## src/rtl/vram_port_arbiter.sv

```systemverilog
// -----------------------------------------------------------------------------
// vram_port_arbiter
//
// Shares one single-port synchronous video RAM between the display scan-out
// fetch path and a host (CPU / game logic) port. The display has fixed
// priority so scan-out timing never slips; the host uses a level req / pulse
// gnt handshake and is served in free cycles.
//
// One owner decision is made per cycle from the inputs of cycle N and becomes
// the RAM access of cycle N+1. RAM read data returns one cycle after the
// address cycle, so read data valid pulses appear in N+2 for the display and
// in the cycle after host_gnt for the host.
//
// Optional feature (compile-time macro ARB_STARVE_GUARD_EN):
//   When defined, a host that has waited STARVE_LIMIT cycles is given the next
//   slot even against a display request; that display request is dropped and
//   disp_miss pulses. When undefined, display priority is absolute and
//   disp_miss is constant 0.
//
// Parameters:
//   AW           VRAM address width
//   DW           VRAM data width
//   STARVE_LIMIT host wait cycles before host_starve (2..255)
//
// Ports:
//   clk, reset                  clock (posedge) / async active-low reset
//   disp_req, disp_addr         display fetch request pulse and address
//   disp_rvalid, disp_rdata     display read return
//   disp_miss                   display request dropped by the starve guard
//   host_req/we/addr/wdata      host request level and access attributes
//   host_gnt                    host access performed this cycle
//   host_rvalid, host_rdata     host read return
//   host_starve                 sticky: host waited >= STARVE_LIMIT cycles
//   ram_addr/we/wdata           registered RAM command
//   ram_rdata                   RAM read data (one cycle after address)
// -----------------------------------------------------------------------------
`timescale 1ns/1ps

module vram_port_arbiter #(
  parameter int AW           = 10,
  parameter int DW           = 8,
  parameter int STARVE_LIMIT = 16
) (
  input  logic          clk,
  input  logic          reset,
  input  logic          disp_req,
  input  logic [AW-1:0] disp_addr,
  output logic          disp_rvalid,
  output logic [DW-1:0] disp_rdata,
  output logic          disp_miss,
  input  logic          host_req,
  input  logic          host_we,
  input  logic [AW-1:0] host_addr,
  input  logic [DW-1:0] host_wdata,
  output logic          host_gnt,
  output logic          host_rvalid,
  output logic [DW-1:0] host_rdata,
  output logic          host_starve,
  output logic [AW-1:0] ram_addr,
  output logic          ram_we,
  output logic [DW-1:0] ram_wdata,
  input  logic [DW-1:0] ram_rdata
);

  typedef enum logic [1:0] {
    OWN_IDLE = 2'd0,
    OWN_DISP = 2'd1,
    OWN_HOST = 2'd2
  } owner_e;

  owner_e     owner_q, owner_d;
  logic [7:0] wait_q, wait_d;
  logic       force_host;
  logic       miss_d;

  // The owner register doubles as the read tag of the access now on the RAM:
  // one stage is enough because read data returns exactly one cycle later.
  assign host_gnt   = (owner_q == OWN_HOST);
  assign disp_rdata = ram_rdata;
  assign host_rdata = ram_rdata;

  // ---------------------------------------------------------------------------
  // Next-owner decision and wait counter
  // ---------------------------------------------------------------------------
  always_comb begin
    // NOTE: every signal written here gets a default first so no path leaves
    // it unassigned; otherwise synthesis infers a latch.
    owner_d    = OWN_IDLE;
    wait_d     = wait_q;
    force_host = 1'b0;
    miss_d     = 1'b0;

`ifdef ARB_STARVE_GUARD_EN
    force_host = host_req && !host_gnt && (wait_q == 8'(STARVE_LIMIT));
`endif

    if (force_host) begin
      owner_d = OWN_HOST;
      miss_d  = disp_req;
    end else if (disp_req) begin
      owner_d = OWN_DISP;
    end else if (host_req && !host_gnt) begin
      // host_req is ignored during the gnt cycle: the requester has not yet
      // seen the grant and may still be holding the old request.
      owner_d = OWN_HOST;
    end

    if (host_gnt) begin
      wait_d = 8'd0;
    end else if (host_req && (owner_d != OWN_HOST) && (wait_q != 8'hFF)) begin
      wait_d = wait_q + 8'd1;
    end
  end

  // ---------------------------------------------------------------------------
  // Owner state and wait counter registers
  // ---------------------------------------------------------------------------
  always_ff @(posedge clk or negedge reset) begin
    if (!reset) begin
      owner_q <= OWN_IDLE;
      wait_q  <= 8'd0;
    end else begin
      // NOTE: sequential state uses non-blocking assignments so every register
      // samples the pre-edge values, independent of statement order.
      owner_q <= owner_d;
      wait_q  <= wait_d;
    end
  end

  // ---------------------------------------------------------------------------
  // Registered RAM command, return strobes and status flags
  // ---------------------------------------------------------------------------
  always_ff @(posedge clk or negedge reset) begin
    if (!reset) begin
      ram_addr    <= '0;
      ram_we      <= 1'b0;
      ram_wdata   <= '0;
      disp_rvalid <= 1'b0;
      host_rvalid <= 1'b0;
      disp_miss   <= 1'b0;
      host_starve <= 1'b0;
    end else begin
      case (owner_d)
        OWN_DISP: begin
          ram_addr <= disp_addr;
          ram_we   <= 1'b0;
        end
        OWN_HOST: begin
          ram_addr  <= host_addr;
          ram_we    <= host_we;
          ram_wdata <= host_wdata;
        end
        default: begin
          // Idle slot: address and write data hold, no write.
          ram_we <= 1'b0;
        end
      endcase

      // Return strobes follow the access currently on the RAM by one cycle.
      disp_rvalid <= (owner_q == OWN_DISP);
      host_rvalid <= (owner_q == OWN_HOST) && !ram_we;
      disp_miss   <= miss_d;

      if (wait_d == 8'(STARVE_LIMIT)) begin
        host_starve <= 1'b1;
      end
    end
  end

endmodule

```

## config.mk

```make
export PLATFORM = sky130hd
export DESIGN_NAME = vram_port_arbiter
export DESIGN_NICKNAME = d
export VERILOG_FILES = /design/src/rtl/vram_port_arbiter.sv
export SDC_FILE = /design/constraint.sdc
export NUM_CORES = 1
export LEC_CHECK = 0
export CAP_MARGIN = 15
export CELL_PAD_IN_SITES_DETAIL_PLACEMENT = 0
export CELL_PAD_IN_SITES_GLOBAL_PLACEMENT = 1
export CORE_MARGIN = 8
export CORE_UTILIZATION = 35
export DETAILED_ROUTE_END_ITERATION = 10
export DONT_BUFFER_PORTS = 1
export PLACE_DENSITY_LB_ADDON = 0.1
export SYNTH_ARGS = -nofsm -noshare
export SYNTH_HDL_FRONTEND = slang
export SYNTH_SLANG_ARGS = --single-unit
```

## constraint.sdc

```tcl
create_clock -name clk -period 4.4 [get_ports clk]
set_input_delay 0.44 -clock clk [delete_from_list [all_inputs] [get_ports clk]]
set_output_delay 0.44 -clock clk [all_outputs]
set_load 0.02 [all_outputs]
```

==> qor.csv <==
metric;value;unit
layout-drive-gt1-share;0.150;
grt-ovfl-total;0;
critPathKind;reg -> reg;
multi_input_area;618;sq um
period_share;0.485;
setup_viol;0;
grt_pass1_wl;5560;microns
rsz0062_at_grt;no;
yosysWarnings;0;
combinationalPowerShare;0.130;
use_met2;0.164;
syn_avg_cell_area;11.0;sq um
max_freq;0.469;GHz
ys_seq_area_frac;0.503;
antennaDiodeCount;0;
max_cap_violations;0;
fin_crit;2.13;ns
slew_headroom;0.522;
wl;3440;microns
ir_worst_vdd;0.220;mV
die_w;83.5;microns
grt_max_degree;33;
num_vias;991;
grt_usage;0.0974;
wire_per_inst;18.6;microns
place_congestion;0.743;
clockBufferDepth;2;
maxSlewViolCount;0;
critical-path-slowest-cell;nor2_1;
dr.pass1.iters;4;
cts-root-buf;clkbuf_8;
fp-row-count;24;
die_area;6970;sq um
cts.repair.resized;0;
hpwlAfterDp;2610;microns
postCtsSetupRepairBufs;0;
worst-path-max-fanout;11;
status;finished clean;
htreeDepth;2;
syn_area;1590;sq um
die_h;83.5;microns
clock-skew-final;0.00253;ns
yosys_register_bits;32;
io_buffers;0;
cts_inserted_buffers;5;
initial_utilization;0.363;
worst_ep_arrival_time;2.30;ns
synthToLayoutAreaGrowth;2.91;%
nFillCells;430;
hold_path.class;in -> reg;
cp_top_family;simple AND/OR/NAND/NOR gates;
p_sw;0.221;mW
drc_errors;0;
critPathLaunchType;register;
fp.coreArea;4380;sq um
pin_count;81;
ctsHoldBuffers;2;
seqPwrFrac;0.521;
syn_nets;187;
cp.required;4.56;ns
via_per_inst;5.36;
worst-path-buf-inv;0;
cts.sinks;32;
postSynthCellCount;145;
seq_area;801;sq um
max_stage_delay;0.70;ns
p_int;0.550;mW
tns;0;ns
final_cells;185;
path_cells;nand2b_4, nand2_1, nor2_1, mux2_2;
grt_pass1_vias;1106;
clock_latency;0.27;ns
drt-initial-drc-count;21;
rrSetupSlack;2.27;ns
swShare;0.287;
ant_nets;0;
pwr_density_cell;471;nW/um^2
path_clk_slew;0.06;ns
hold_viol;0;
met1_usage;0.0976;
grt-busiest-layer;met2;
p_leak;0.735;nW
end_kind;register;
worstMarginPinSlew;0.714;ns
synth.distinct_cells;35;
use_met3;0.0586;
clkPwrFrac;0.349;
place_inst;175;
nets;174;
antenna_found_initial;0;
cts_tree;yes;
[synthesized netlist by cell type (all sizes together)]
| cell | instances | area share |
|---|---|---|
| nor3 | 2 | 0.0063 |
| and3 | 2 | 0.0079 |
| or3 | 1 | 0.0039 |
| conb | 1 | 0.0024 |
| buf | 20 | 0.093 |
| xor2 | 1 | 0.0055 |
| o311ai | 1 | 0.0055 |
| and4 | 2 | 0.011 |
| mux2i | 13 | 0.082 |
| dfrtp | 32 | 0.50 |
| a221oi | 1 | 0.0055 |
| ha | 1 | 0.0079 |
| nand2b | 1 | 0.0086 |
| inv | 4 | 0.011 |
| o2111ai | 1 | 0.0055 |
| o21ai | 13 | 0.041 |
| nor2b | 2 | 0.0079 |
| o221ai | 1 | 0.016 |
| nand3 | 2 | 0.0063 |
| a31oi | 1 | 0.0039 |
| nand4 | 2 | 0.0079 |
| nor2 | 6 | 0.014 |
| o211ai | 2 | 0.0094 |
| a21oi | 2 | 0.0063 |
| or4 | 2 | 0.0094 |
| nand2 | 15 | 0.035 |
| and2 | 1 | 0.0039 |
| mux2 | 8 | 0.057 |
| clkbuf | 2 | 0.0047 |
| o41ai | 1 | 0.0055 |
| o31ai | 1 | 0.0079 |
| o21a | 1 | 0.0047 |
[area by class of cell]
type                    instances  share of cell area
clock buffers                   6              0.0443
clock inverters                 2              0.0214
inverters                       4              0.0107
multi-input cells              87               0.377
flip-flops and latches         32               0.489
well taps                      52              0.0397
repair buffers                  2              0.0183
[through the flow]
stage | power, mW | hold WS (ns) | utilization | instance area [sq um] | worst slack, ns
global route | 0.815 | 0.172 | 0.374 | 1640 | 2.07
floorplan | 0.499 | 0.144 | - | 1590 | 2.56
finish | 0.771 | 0.197 | 0.374 | 1640 | 2.27
CTS | 0.785 | 0.180 | 0.374 | 1640 | 2.20
detailed placement | 0.501 | 0.145 | 0.342 | 1500 | 2.21
global placement | 0.499 | 0.145 | 0.342 | 1500 | 2.28
[power by group through the flow]
stage	clock, mW	combinational, mW	sequential (mW)
detailed placement	0	0.0932	0.408
CTS	0.281	0.102	0.402
global placement	0	0.0913	0.407
finish	0.269	0.101	0.401
floorplan	0	0.104	0.395
global route	0.294	0.115	0.406
[layout by cell type, fill, tap and decap left out, types with 2 or more instances in the layout]
cell type,synthesis,layout
mux2i_1,13,13
inv_1,3,3
o21ai_0,13,13
o211ai_1,2,2
nor2_1,6,6
clkbuf_8,0,5
or4_1,2,2
nand3_1,2,2
dfrtp_1,32,32
nand2_1,15,15
mux2_2,8,8
and3_1,2,2
and4_1,2,2
nor3_1,2,2
nor2b_1,2,2
nand4_1,2,2
a21oi_1,2,2
[metal layers]
metal / wire length [microns] / share of wire
met2: 1690 / 0.49
met4: 67 / 0.020
met5: 0 / 0
met1: 1330 / 0.39
met3: 345 / 0.10
[kinds of logic after synthesis]
| family | share of synthesized area |
|---|---|
| xor gates and xnor gates | 0.00550 |
| adders and majority gates | 0.00785 |
| muxes | 0.138 |
| and+or+nand+nor | 0.123 |
| DFF | 0.503 |
| buffers and inverters | 0.109 |
| other | 0.00235 |
| AOI/OAI and AO/OA | 0.112 |
[state kept, by name (all words and copies together), names as in the netlist]
name / cells
disp_rvalid: 1
host_rvalid: 1
host_starve: 1
owner_q: 2
ram_addr: 10
ram_wdata: 8
ram_we: 1
wait_q: 8
[final timing paths]
check	from	end	cells past startpoint
setup / recovery	owner_q[1]	ram_wdata[7]	4
hold / removal	disp_req	owner_q[0]	0
setup reg to reg	owner_q[1]	ram_wdata[7]	4
hold reg to reg	owner_q[1]	disp_rvalid	1
max in group asynchronous	reset	host_starve	2
min in group asynchronous	reset	disp_rvalid	2
(Power assumes the default switching activity.)
